==> config.mk <==
export PLATFORM = sky130hd
export DESIGN_NAME = alu_share_ctrl
export DESIGN_NICKNAME = d
export VERILOG_FILES = /design/src/rtl/alu_share_ctrl.sv
export SDC_FILE = /design/constraint.sdc
export NUM_CORES = 1
export LEC_CHECK = 0
export CELL_PAD_IN_SITES_DETAIL_PLACEMENT = 1
export CELL_PAD_IN_SITES_GLOBAL_PLACEMENT = 2
export CORE_ASPECT_RATIO = 1.25
export CORE_UTILIZATION = 20
export CTS_CLUSTER_DIAMETER = 100
export DETAILED_ROUTE_END_ITERATION = 12
export PLACE_DENSITY = 0.95
export SYNTH_ARGS = -nofsm -noshare
export SYNTH_HDL_FRONTEND = slang
export SYNTH_SLANG_ARGS = --single-unit
==> constraint.sdc <==
create_clock -name CLK -period 5.58 [get_ports CLK]
set_input_delay 1.116 -clock CLK [delete_from_list [all_inputs] [get_ports CLK]]
set_output_delay 1.116 -clock CLK [all_outputs]
set_load 0.02 [all_outputs]
==> src/rtl/alu_share_ctrl.sv <==
// Round-robin arbiter/sequencer sharing one pipelined 12-bit ALU among NUM_REQ requesters.
// Optional ALU_SHARE_PERF_EN adds saturating perf_issue / perf_conflict counters.
module alu_share_ctrl #(
    parameter int NUM_REQ = 4,
    parameter int ID_W    = 2,
    parameter int ALU_LAT = 3
) (
    input  logic                  CLK,
    input  logic                  RST,
    input  logic [NUM_REQ-1:0]    req_valid,
    output logic [NUM_REQ-1:0]    req_ready,
    input  logic [NUM_REQ*12-1:0] req_a,
    input  logic [NUM_REQ*12-1:0] req_b,
    input  logic [NUM_REQ*3-1:0]  req_sel,
    input  logic                  hold,
    output logic [11:0]           alu_a,
    output logic [11:0]           alu_b,
    output logic [2:0]            alu_sel,
    input  logic [11:0]           alu_f,
    output logic                  rsp_valid,
    output logic [ID_W-1:0]       rsp_id,
    output logic [11:0]           rsp_data
`ifdef ALU_SHARE_PERF_EN
    ,
    output logic [15:0]           perf_issue,
    output logic [15:0]           perf_conflict
`endif
);

    logic [ID_W-1:0] ptr;
    logic [ID_W-1:0] cand;
    logic [ID_W-1:0] winner;
    logic [ID_W-1:0] nptr;
    logic            found;
    logic            accept;
    logic [11:0]     win_a;
    logic [11:0]     win_b;
    logic [2:0]      win_sel;

    // SEL waits here one cycle so it reaches the ALU a cycle after its operands
    logic [2:0]      sel0;
    logic [ALU_LAT:0] tag_v;
    logic [ID_W-1:0] tag_id [ALU_LAT+1];

    always_comb begin
        found  = 1'b0;
        winner = '0;
        cand   = '0;
        for (int unsigned k = 0; k < NUM_REQ; k++) begin
            cand = ID_W'((32'(ptr) + k) % NUM_REQ);
            if (!found && req_valid[cand]) begin
                found  = 1'b1;
                winner = cand;
            end
        end
        accept    = found && !hold && RST;
        req_ready = '0;
        if (accept) begin
            req_ready[winner] = 1'b1;
        end
        nptr = (winner == ID_W'(NUM_REQ - 1)) ? '0 : winner + 1'b1;
    end

    always_comb begin
        win_a   = '0;
        win_b   = '0;
        win_sel = '0;
        for (int unsigned k = 0; k < NUM_REQ; k++) begin
            if (ID_W'(k) == winner) begin
                win_a   = req_a[12*k +: 12];
                win_b   = req_b[12*k +: 12];
                win_sel = req_sel[3*k +: 3];
            end
        end
    end

    always_ff @(posedge CLK) begin
        if (!RST) begin
            ptr       <= '0;
            alu_a     <= '0;
            alu_b     <= '0;
            alu_sel   <= '0;
            sel0      <= '0;
            tag_v     <= '0;
            for (int unsigned k = 0; k <= ALU_LAT; k++) begin
                tag_id[k] <= '0;
            end
            rsp_valid <= 1'b0;
            rsp_id    <= '0;
            rsp_data  <= '0;
        end else begin
            alu_sel <= sel0;
            if (accept) begin
                ptr       <= nptr;
                alu_a     <= win_a;
                alu_b     <= win_b;
                sel0      <= win_sel;
                tag_v[0]  <= 1'b1;
                tag_id[0] <= winner;
            end else begin
                alu_a     <= '0;
                alu_b     <= '0;
                tag_v[0]  <= 1'b0;
            end
            for (int unsigned k = 1; k <= ALU_LAT; k++) begin
                tag_v[k]  <= tag_v[k-1];
                tag_id[k] <= tag_id[k-1];
            end
            rsp_valid <= tag_v[ALU_LAT];
            rsp_id    <= tag_id[ALU_LAT];
            rsp_data  <= alu_f;
        end
    end

`ifdef ALU_SHARE_PERF_EN
    always_ff @(posedge CLK) begin
        if (!RST) begin
            perf_issue    <= '0;
            perf_conflict <= '0;
        end else begin
            if (accept && perf_issue != '1) begin
                perf_issue <= perf_issue + 16'd1;
            end
            if (!hold && ($countones(req_valid) > 1) && perf_conflict != '1) begin
                perf_conflict <= perf_conflict + 16'd1;
            end
        end
    end
`else
    // no performance counters in this build
`endif

endmodule

After elaboration in Yosys (flattened, before gate mapping). Memory sizes are Yosys's and may differ from the RTL's. A register that Yosys moved wholly into a read port is not among the register bits. Cells that the tools add are included.

Flip-flop bits (word level): 49. Bits in writable memories: 8. Input bits: 127. Output and inout bits: 46. Memories kept: 1.

Memories: tag_id (depth 4, width 2, read ports 4, clocked after memory_dff 1, wr ports 4, line 43) `logic [ID_W-1:0] tag_id [ALU_LAT+1];`.

$add $sub $neg: 4. Magnitude comparators: 6. Equality and inequality tests: 4. Mux-type cells: 41. Bitwise gates (word level): 4. Reduce and logical (&&, ||, !) cells: 13.

Operators by type and width (number): two-way mux 12 bit (8); two-way mux 2 bit (9); less-than comparator 2 x 3 -> 1 bit (second input constant) (5); two-way mux 1 bit (14); two-way mux 3 bit (4); binary-select mux 1 bit (select 2 bit) (4); logical AND 1 bit (6); logical NOT 1 bit (5); adder 2 x 1 -> 2 bit (second input constant) (2); adder 2 bit (second input constant) (2); equality test 2 bit (first input constant) (2); two-way mux 4 bit (1); OR 1 bit (4); demux 1 bit (select 2 bit) (1); equality test 1 x 2 -> 1 bit (first input constant) (1); equality test 2 bit (second input constant) (1); >= comparator 2 x 1 -> 1 bit (second input constant) (1); logical NOT 2 bit (1); AND reduction 2 bit (1).

Longest topological paths before layout. Gate-level depths: netlist (run 1).

Depth in word-level cells: 18. Gate-level depth with buffers: 11.

Least setup slack after synthesis (run 1). Ideal clock, no wire load.

Path kind: in2out. Start point: input req_valid[2]. End point: output req_ready[3]. Arrival time: 2.626 ns. Required time: 4.464 ns. Path slack: 1.838 ns. Cell stages on the path: 10. Path buffers: 3. Path through: inv_1 > o22ai_1 > a211o_1 > inv_1 > ha_1 > buf_2 > inv_1 > buf_4 > buf_4 > nor2_1.

Cells in the longest elaborated chain, start to end: 17.

RTL lines: start, declared (line 10) `input logic [NUM_REQ-1:0] req_valid,`; binary-select mux 1 bit (select 2 bit) (line 51) `if (!found && req_valid[cand]) begin`; two-way mux 1 bit (not written as such) (line 51); two-way mux 1 bit (line 51); logical NOT 1 bit (line 51); logical AND 1 bit (line 51); two-way mux 1 bit (line 51); logical NOT 1 bit (line 51); logical AND 1 bit (line 51); two-way mux 1 bit (line 51); logical NOT 1 bit (line 51); logical AND 1 bit (line 51); two-way mux 2 bit (line 51); less-than comparator 2 x 3 -> 1 bit (not written as such) or >= comparator 2 x 1 -> 1 bit (tied branches) (line 59) `req_ready[winner] = 1'b1;`; logical AND 1 bit (not written as such) (line 59); two-way mux 1 bit (not written as such) (line 59); demux 1 bit (select 2 bit) (line 59); two-way mux 4 bit * (line 58) `if (accept) begin`; end, declared (line 11) `output logic [NUM_REQ-1:0] req_ready,`.

Every way passes the cells marked *; elsewhere a longest branch is shown, timed or not. The select of a mux whose other input is x is not followed.

Final worst setup path (run 1).
Start point: input req_valid[1]. End point: output req_ready[2].

Same word-level chain as after synthesis.

==> results of run 1 <==
cell families after synthesis:
group / Yosys count
AO/OA/AOI/OAI: 94
adder cells (fa/ha/maj): 4
buffers and inverters: 30
flip-flops: 59
multiplexers: 1
AND/OR/NAND/NOR: 73
power groups by stage:
stage / sequential [mW] / clock, mW / combinational (mW)
2_1_floorplan: 0.501 / 0 / 0.183
3_3_place_gp: 0.471 / 0 / 0.400
4_1_cts: 0.464 / 0.569 / 0.413
6_report: 0.463 / 0.548 / 0.405
5_1_grt: 0.466 / 0.590 / 0.438
3_5_place_dp: 0.473 / 0 / 0.412
synth_stat cells (4+ instances only):
| library cell | instances |
|---|---|
| dfxtp_1 | 59 |
| a221o_1 | 26 |
| nor2b_1 | 4 |
| o21a_1 | 4 |
| clkbuf_1 | 9 |
| a21oi_1 | 29 |
| a22oi_1 | 4 |
| and2_1 | 27 |
| inv_1 | 6 |
| buf_2 | 9 |
| nand2_1 | 27 |
| nor2_1 | 8 |
| o211ai_1 | 23 |
| ha_1 | 4 |
worst paths after layout:
kind | from | to | slack (ps) | cells after the start
worst max-delay path | req_valid[1] | req_ready[2] | 1030 | 10
worst min-delay path | tag_v[1]$_SDFF_PN0_ | tag_v[2]$_SDFF_PN0_ | 430 | 1
worst max register to register | ptr[0]$_SDFFE_PN0P_ | sel0[2]$_SDFFE_PN0P_ | 3030 | 11
worst min register to register | tag_v[1]$_SDFF_PN0_ | tag_v[2]$_SDFF_PN0_ | 430 | 1
per-layer routing:
metal / track usage [%] / up-vias / share of wire [%]
met5: 0 / - / 0
met4: 5.88 / 0 / 2.5
met3: 4.55 / 20 / 6.2
met2: 28.0 / 117 / 52
met1: 17.0 / 1253 / 39
li1: - / 1285 / -
layout make-up:
| class | instances | area share [%] |
|---|---|---|
| clock buffer | 11 | 5.03 |
| multi-input combinational | 172 | 24.6 |
| inverter | 7 | 0.568 |
| clock inverter | 5 | 1.38 |
| timing repair buffer | 180 | 38.5 |
| sequential | 59 | 25.5 |
| tap | 161 | 4.36 |
sequential cells by signal, indices dropped and copies added, names as in the netlist:
name       flops
alu_a         12
alu_b         12
rsp_data      12
tag_id         8
tag_v          4
alu_sel        3
sel0           3
ptr            2
rsp_id         2
rsp_valid      1
stage by stage:
stage / cell area [um^2] / util, % / instances
floorplan: 2450 / - / 261
global placement: 4330 / 36.7 / 579
detailed placement: 4330 / 36.7 / 579
CTS: 4620 / 39.2 / 595
global route: 4620 / 39.2 / 595
finish: 4620 / 39.2 / 595
worst max-delay path, cell delays in order:
cell and delay (ps):
clkdlybuf4s50_1 490, a21o_1 190, a21oi_1 130, o22ai_1 150, inv_1 110, ha_1 140, buf_4 300, inv_2 60
nor2_1 100, clkdlybuf4s50_1 620
==> metrics.txt, run 1 <==
main combinational cell family by area after synthesis compound AO/OA/AOI/OAI gates; H-tree depth 3; Synth Area in Simple Gates 15.6%; P per Cell Area 306 nW/um^2; NetSw 0.398 mW; Max clock buf depth 2; Pwr Total 1.42 mW; root buffer cell clkbuf_16; worst-skew pair later-pin latency 320 ps; hold buffers post-CTS 0; layout cells sized above 1 6.22%; gpl congestion 0.809; proportion of synthesized area in mux cells 0.409%; Comb power frac 28.6%; final-stage net count 560; CTS tree yes; Seq/Total Area, Yosys 48.2%; drt initial violations 38; Post-DRT Antenna Nets 0; Fill cells 1401; Worst Setup End Kind primary output; total track usage 15.6%; CTS Buf Count 9; core area 11800 um^2; actual slew at the worst max-slew pin 354 ps; area added between synthesis and finish 88.7%; ranking of synthesized cells by area dfxtp_1 48%, a221o_1 11%, o211ai_1 7.0%; total length of routed wires 9690 um; DRC 0; Die Span Y 126 um; final clock skew 4.68 ps; post-detail-place hpwl 7210 um; Worst EP required 4460 ps; Post-synth EDFFs 0; Reg clk slew, reported paths 60 ps; iteration count of the initial detailed-routing pass 4; grt total ovfl 0; arrival time worst endpoint 3430 ps; initial antenna violation count 0; Post-Syn Area 2450 um^2; clk sink count 59; first-pass GRT wire length 15000 um; Lkg Pwr 1.74 nW; Starting Density 20.8%; async set or reset register ratio after synthesis 0%; worst hold path type reg2reg; hold_ws 433 ps; Slew headroom 76.4%; Synth Instances 261; fmax 220 MHz; most common cell after layout, fill and taps aside clkdlybuf4s50_1; syn_nets 392; Sw Ratio 28.1%; io pins 173; peak supply drop 0.145 mV; Post-Synth Adder-Cell Area 2.04%; vias in the first global route 2867; sequential share of power 32.7%; maxcap violations 0; commonest non-fill, non-tap cells in the layout 172 x clkdlybuf4s50_1, 59 x dfxtp_1, 29 x a21oi_1; Worst setup SP type input port; Final Hold Viols 0; post-synthesis register bit count 59; CTS-repair resized insts 0; Vias 2675; Yosys warning total 0; FF/Latch Area 1180 um^2; worst slack, placed 1010 ps; FP Rows 44; XOR/XNOR Fraction of Synth Area 0%; Die Area 12700 um^2; syn_area_per_cell 9.39 um^2; Main synth FF type dfxtp_1; Die W 101 um; internal power 1.02 mW; Post-CTS Setup Repair Bufs 0; Setup TNS 0 ps; clock share of power 38.7%; Multi-input gate area 1140 um^2; Port Buf Inserts 172; outcome completed; pin count of the biggest net entering global routing 31; Tcrit/Tclk final 81.5%; Synth Area in Compound Gates 28.2%; detailed-route vias per instance 4.50; RSZ-0062 raised after global routing no; max-slew violation count 0; Antenna diodes 0; share of the synthesized area in the top cell type 48.2%; Final setup viols 0; min Tclk post-route 4550 ps; final worst-path setup slack 1030 ps; Netlist cell types 28; Worst Path Max Fanout 28; wire per inst 16.3 um; CP Class in2out; Synth area leader dfxtp_1
(Power assumes the default switching activity.)
==> inputs of run 2 (changes only) <==
--- a/config.mk
+++ b/config.mk
@@ -8,10 +8,10 @@
 export CELL_PAD_IN_SITES_DETAIL_PLACEMENT = 1
 export CELL_PAD_IN_SITES_GLOBAL_PLACEMENT = 2
 export CORE_ASPECT_RATIO = 1.25
-export CORE_UTILIZATION = 20
+export CORE_UTILIZATION = 16
 export CTS_CLUSTER_DIAMETER = 100
 export DETAILED_ROUTE_END_ITERATION = 12
-export PLACE_DENSITY = 0.95
+export PLACE_DENSITY = 0.85
 export SYNTH_ARGS = -nofsm -noshare
 export SYNTH_HDL_FRONTEND = slang
 export SYNTH_SLANG_ARGS = --single-unit
==> constraint.sdc (replaced) <==
create_clock -name CLK -period 3.7 [get_ports CLK]
set_input_delay 0.74 -clock CLK [delete_from_list [all_inputs] [get_ports CLK]]
set_output_delay 0.74 -clock CLK [all_outputs]
set_load 0.02 [all_outputs]
==> run 2 against run 1 <==
Total power grew 53%; first-iteration DRC count grew 130%; worst setup slack lost 930 ps; final cell count grew 4.2%; non-clock buffer count grew 4; via count grew 1.2%; global-route usage shrank 2.4 points; die area grew 25%; flip-flop and latch count is the same; sequential power grew 51%.
==> metrics.txt, run 2 (synthesis results as in run 1) <==
outcome completed; WP buf/inv 3 (-2); CTS tree yes; Max clock buf depth 2 (unchanged); final worst-path setup slack 102 ps (-930 ps); final-stage net count 564 (+0.71%); Pwr Total 2.17 mW (+53%); peak supply drop 0.216 mV (+49%); Crit-path slowest cell clkdlybuf4s50_1; total track usage 13.1% (-2.4 points); root buffer cell clkbuf_16; hold buffers post-CTS 0 (unchanged); Comb power frac 29.3% (+0.7 points); Post-CTS Setup Repair Bufs 0 (unchanged); Final setup viols 0 (unchanged); Top Registers alu_a: 12 flops, alu_b: 12 flops, rsp_data: 12 flops; Reg clk slew, reported paths 50 ps (about the same); Tcrit/Tclk final 97.2%; total length of routed wires 10000 um (+3.7%); Die Span Y 140 um (+12%); NetSw 0.620 mW (+56%); core area 15000 um^2 (+27%); Die Area 15800 um^2 (+25%); most common cell after layout, fill and taps aside clkdlybuf4s50_1; first-pass GRT wire length 15600 um (+3.6%); Setup TNS 0 ps (unchanged); r2r setup slk 1110 ps (-1920 ps); drt initial violations 88 (+130%); commonest non-fill, non-tap cells in the layout 170 x clkdlybuf4s50_1, 59 x dfxtp_1, 29 x a21oi_1; clk sink count 59 (unchanged); Lkg Pwr 1.79 nW (+3.1%); sequential share of power 32.3% (-0.4 points); area added between synthesis and finish 91.7%; post-detail-place hpwl 7360 um (+2.1%); CP Class in2out; Worst Path Max Fanout 4 (-86%); maxcap violations 0 (unchanged); Final Hold Viols 0 (unchanged); R2R Path End alu_b[10]$_SDFF_PN0_; DRC 0 (unchanged); Vias 2707 (+1.2%); worst setup path endpoint req_ready[0]; gpl congestion 0.727 (-10%); pin count of the biggest net entering global routing 31 (unchanged); Antenna diodes 0 (unchanged); grt total ovfl 0 (unchanged); worst r2r path cells 11 (unchanged); final clock skew 5.21 ps (+0.536 ps); P per Cell Area 461 nW/um^2 (+51%); Worst setup SP type input port; Worst Setup End Kind primary output; worst-skew pair later-pin latency 330 ps (about the same); placed cell count 604 (+4.3%); fin util 31.4% (-7.8 points); Post-DRT Antenna Nets 0 (unchanged); r2r startpoint ptr[1]$_SDFFE_PN0P_; vias in the first global route 2933 (+2.3%); Sw Ratio 28.6% (+0.53 points); crit-path cells clkdlybuf4s50_1 -> nand2b_1 -> nor2b_1 -> o22ai_1 -> buf_4 -> ha_1 -> and3_1 -> clkdlybuf4s50_1; worst hold path type reg2reg; iteration count of the initial detailed-routing pass 4 (unchanged); Die W 113 um (+12%); fmax 278 MHz; Slew headroom 73.9% (-2.5 points); CTS Buf Count 9 (unchanged); Starting Density 16.4% (-4.4 points); worst slack, placed 76.9 ps (-929 ps); Worst Setup SP req_valid[0]; min Tclk post-route 3600 ps; Worst EP required 2960 ps (-1500 ps); CTS-repair resized insts 0 (unchanged); most frequent CP cell clkdlybuf4s50_1; Post-Layout Cell Count 620 (+4.2%); wire per inst 16.2 um (-0.46%); actual slew at the worst max-slew pin 391 ps (+37.1 ps); number of cells on the critical path 8 (-2); io pins 173 (unchanged); Fill cells 1718 (+23%); Port Buf Inserts 172 (unchanged); internal power 1.55 mW (+52%); arrival time worst endpoint 2860 ps (-570 ps); max-slew violation count 0 (unchanged); clock share of power 38.4% (-0.3 points); Worst path max stage delay 630 ps (about the same); initial antenna violation count 0 (unchanged); H-tree depth 3 (unchanged); RSZ-0062 raised after global routing no; Top delay family on crit path buffers and inverters; layout cells sized above 1 7.31% (+1.1 points); FP Rows 50 (+14%); detailed-route vias per instance 4.37 (-2.9%)
## run 2: how the worst min path moves through the flow
stage / from / cells past startpoint / end
CTS: tag_id[2][0]$_SDFF_PN0_ / 1 / tag_id[3][0]$_SDFF_PN0_
floorplan: tag_id[3][0]$_SDFF_PN0_ / 1 / rsp_id[0]$_SDFF_PN0_
detailed placement: tag_id[2][0]$_SDFF_PN0_ / 1 / tag_id[3][0]$_SDFF_PN0_
global route: tag_id[3][0]$_SDFF_PN0_ / 1 / rsp_id[0]$_SDFF_PN0_
global placement: tag_id[2][0]$_SDFF_PN0_ / 1 / tag_id[3][0]$_SDFF_PN0_
finish: tag_id[2][0]$_SDFF_PN0_ / 1 / tag_id[3][0]$_SDFF_PN0_
## run 2: final cells by class
class                      count  area [um^2]  share of cell area [%]
clock inverter                 6         66.3                    1.41
timing repair buffer         184         1830                    39.0
tap                          182          228                    4.85
clock buffer                  10          229                    4.88
sequential                    59         1180                    25.2
multi-input combinational    172         1140                    24.2
inverter                       7         26.3                   0.560
## run 2: per-layer routing
metal | track usage (%) | part of all wire, % | up-vias
li1 | - | - | 1291
met1 | 13.5 | 39 | 1293
met2 | 24.2 | 53 | 112
met3 | 5.02 | 7.2 | 11
met4 | 4.14 | 1.2 | 0
met5 | 0 | 0 | -
## run 2: metrics by stage
step	area [um^2]	hold WS, ps
floorplan	2450	412
global placement	4400	413
detailed placement	4400	420
CTS	4690	433
global route	4700	442
finish	4700	429
## run 2: power groups by stage
stage / Combinational, mW / Sequential, mW / Clock, mW
2_1_floorplan: 0.277 / 0.756 / 0
3_3_place_gp: 0.626 / 0.712 / 0
3_5_place_dp: 0.643 / 0.714 / 0
4_1_cts: 0.647 / 0.700 / 0.865
5_1_grt: 0.686 / 0.704 / 0.896
6_report: 0.634 / 0.699 / 0.833
==> inputs of run 3 (changes only) <==
==> constraint.sdc (replaced) <==
create_clock -name CLK -period 3.7 [get_ports CLK]
set_input_delay 0.37 -clock CLK [delete_from_list [all_inputs] [get_ports CLK]]
set_output_delay 0.37 -clock CLK [all_outputs]
set_load 0.02 [all_outputs]
==> run 3 against run 2 <==
Sequential share of layout area grew 0.31 points; critical path type unchanged; first-iteration DRC count shrank 27%; clock skew grew 3.7 ps; largest cell class unchanged; highest routed layer unchanged; utilization shrank 0.38 points; total power shrank 2.4%.
==> metrics.txt, run 3 (synthesis results as in run 1) <==
Post-DP Area 4350 um^2 (-0.97%); total length of routed wires 10000 um (unchanged); WP buf/inv 3 (unchanged); Die W 113 um (unchanged); hold buffers post-CTS 0 (unchanged); core area 15000 um^2 (unchanged); Final Instance Area 4640 um^2 (-1.2%); Worst Setup SP req_valid[1]; FP Rows 50 (unchanged); first-pass GRT wire length 15600 um (about the same); Vias 2689 (-0.66%); CTS-repair resized insts 0 (unchanged); Tcrit/Tclk final 80.0% (-17 points); maxcap violations 0 (unchanged); crit-path cells clkdlybuf4s50_1 -> nand2b_1 -> a21oi_1 -> a211o_1 -> inv_1 -> ha_1 -> and3_1 -> clkdlybuf4s50_1; CTS tree yes; Setup TNS 0 ps (unchanged); total track usage 13.0% (-0.14 points); Worst setup SP type input port; most used routing layer in global routing met2; CTS Buf Count 9 (unchanged); Post-Layout Cell Count 616 (-0.65%); initial antenna violation count 0 (unchanged); iteration count of the initial detailed-routing pass 4 (unchanged); Hold Startpoint tag_v[0]$_SDFF_PN0_; peak supply drop 0.231 mV (+6.7%); area added between synthesis and finish 89.4%; P per Cell Area 455 nW/um^2 (-1.2%); Starting Density 16.4% (unchanged); fmax 338 MHz (+22%); max-slew violation count 0 (unchanged); Crit-path slowest cell clkdlybuf4s50_1; Reg clk slew, reported paths 50 ps (about the same); io pins 173 (unchanged); DRC 0 (unchanged); Post-DRT Antenna Nets 0 (unchanged); Top delay family on crit path buffers and inverters; worst hold path type reg2reg; commonest non-fill, non-tap cells in the layout 172 x clkdlybuf4s50_1, 59 x dfxtp_1, 29 x a21oi_1; H-tree depth 3 (unchanged); layout cells sized above 1 6.68% (-0.62 points); Worst EP required 3330 ps (+370 ps); CP Class in2out; most frequent CP cell clkdlybuf4s50_1; clk sink count 59 (unchanged); Port Buf Inserts 172 (unchanged); M3 GR Usage 3.98% (-1.0 points); gpl congestion 0.737 (+1.3%); Slew headroom 72.0% (-1.9 points); Top Registers alu_a: 12 flops, alu_b: 12 flops, rsp_data: 12 flops; root buffer cell clkbuf_16; Final setup viols 0 (unchanged); arrival time worst endpoint 2590 ps (-270 ps); placed cell count 600 (-0.66%); Die Area 15800 um^2 (unchanged); min Tclk post-route 2960 ps (-638 ps); most common cell after layout, fill and taps aside clkdlybuf4s50_1; Worst Setup End Kind primary output; Post-CTS Setup Repair Bufs 0 (unchanged); global routing met1 resource utilization 13.2% (-0.31 points); number of cells on the critical path 8 (unchanged); actual slew at the worst max-slew pin 420 ps (+28.8 ps); pin count of the biggest net entering global routing 31 (unchanged); final-stage net count 560 (-0.71%); RSZ-0062 raised after global routing no; Antenna diodes 0 (unchanged); wire per inst 16.3 um (+0.65%); final clock skew 8.92 ps (+3.70 ps); Worst Path Max Fanout 5 (+1); Hold Crit Depth 1 (unchanged); Final Hold Viols 0 (unchanged); r2r setup slk 1290 ps (+180 ps); Lkg Pwr 1.74 nW (-3.0%); Max clock buf depth 2 (unchanged); drt initial violations 64 (-27%); Worst path max stage delay 610 ps (-20 ps); grt met2 use 24.1% (-0.097 points); Die Span Y 140 um (unchanged); outcome completed; post-detail-place hpwl 7390 um (+0.39%); worst r2r path cells 9 (-2); r2r startpoint ptr[0]$_SDFFE_PN0P_; vias in the first global route 2947 (+0.48%); grt total ovfl 0 (unchanged); detailed-route vias per instance 4.37 (about the same); worst-skew pair later-pin latency 330 ps (about the same)
-- run 3: changes by cell type in the layout (fill, tap and decap cells not counted), moves of 2 or more --
cell | before | now
buf_4 | 11 | 8
clkdlybuf4s50_1 | 170 | 172
clkinvlp_4 | 3 | 1
dlymetal6s2s_1 | 2 | 0
inv_6 | 0 | 2
-- run 3: worst paths after layout --
check,endpoint
worst max-delay path,req_ready[1]
worst min-delay path,tag_v[1]$_SDFF_PN0_
worst max register to register,alu_b[5]$_SDFF_PN0_
worst min register to register,tag_v[1]$_SDFF_PN0_
-- run 3: worst reg2reg max path, cell delays in order (launching register included) --
cell	delay, ps
dfxtp_1	330
nand2b_1	160
nor2b_1	140
o22ai_1	350
ha_1	290
nor2b_2	210
buf_4	350
a221o_1	230
o211ai_1	100
a21oi_1	170
-- run 3: power breakdown --
part           total [mW]  switching, mW  internal, mW
combinational       0.616          0.289         0.327
clock               0.797          0.321         0.476
sequential          0.699         0.0150         0.684
-- run 3: final cells by class --
| cell class | instances | area, um^2 |
|---|---|---|
| fill | 1726 | 10300 |
| tap | 182 | 228 |
| inverter | 7 | 26.3 |
| clock inverter | 6 | 47.5 |
| clock buffer | 10 | 239 |
| multi-input combinational | 172 | 1140 |
| sequential | 59 | 1180 |
| timing repair buffer | 180 | 1780 |
-- run 3: through the flow --
step | power, mW | worst slack (ps) | util (%) | hold WS, ps
6_report | 2.11 | 740 | 31.0 | 432
3_5_place_dp | 1.34 | 728 | 29.1 | 421
4_1_cts | 2.16 | 710 | 31.0 | 434
3_3_place_gp | 1.32 | 810 | 29.1 | 415
2_1_floorplan | 1.03 | 1450 | - | 412
5_1_grt | 2.23 | 581 | 31.0 | 447
-- run 3: routing by layer --
metal,share of wire (%),vias to the layer above
met5,0,-
met4,1.9,0
met3,7.1,13
met2,53,115
met1,38,1279
li1,-,1282
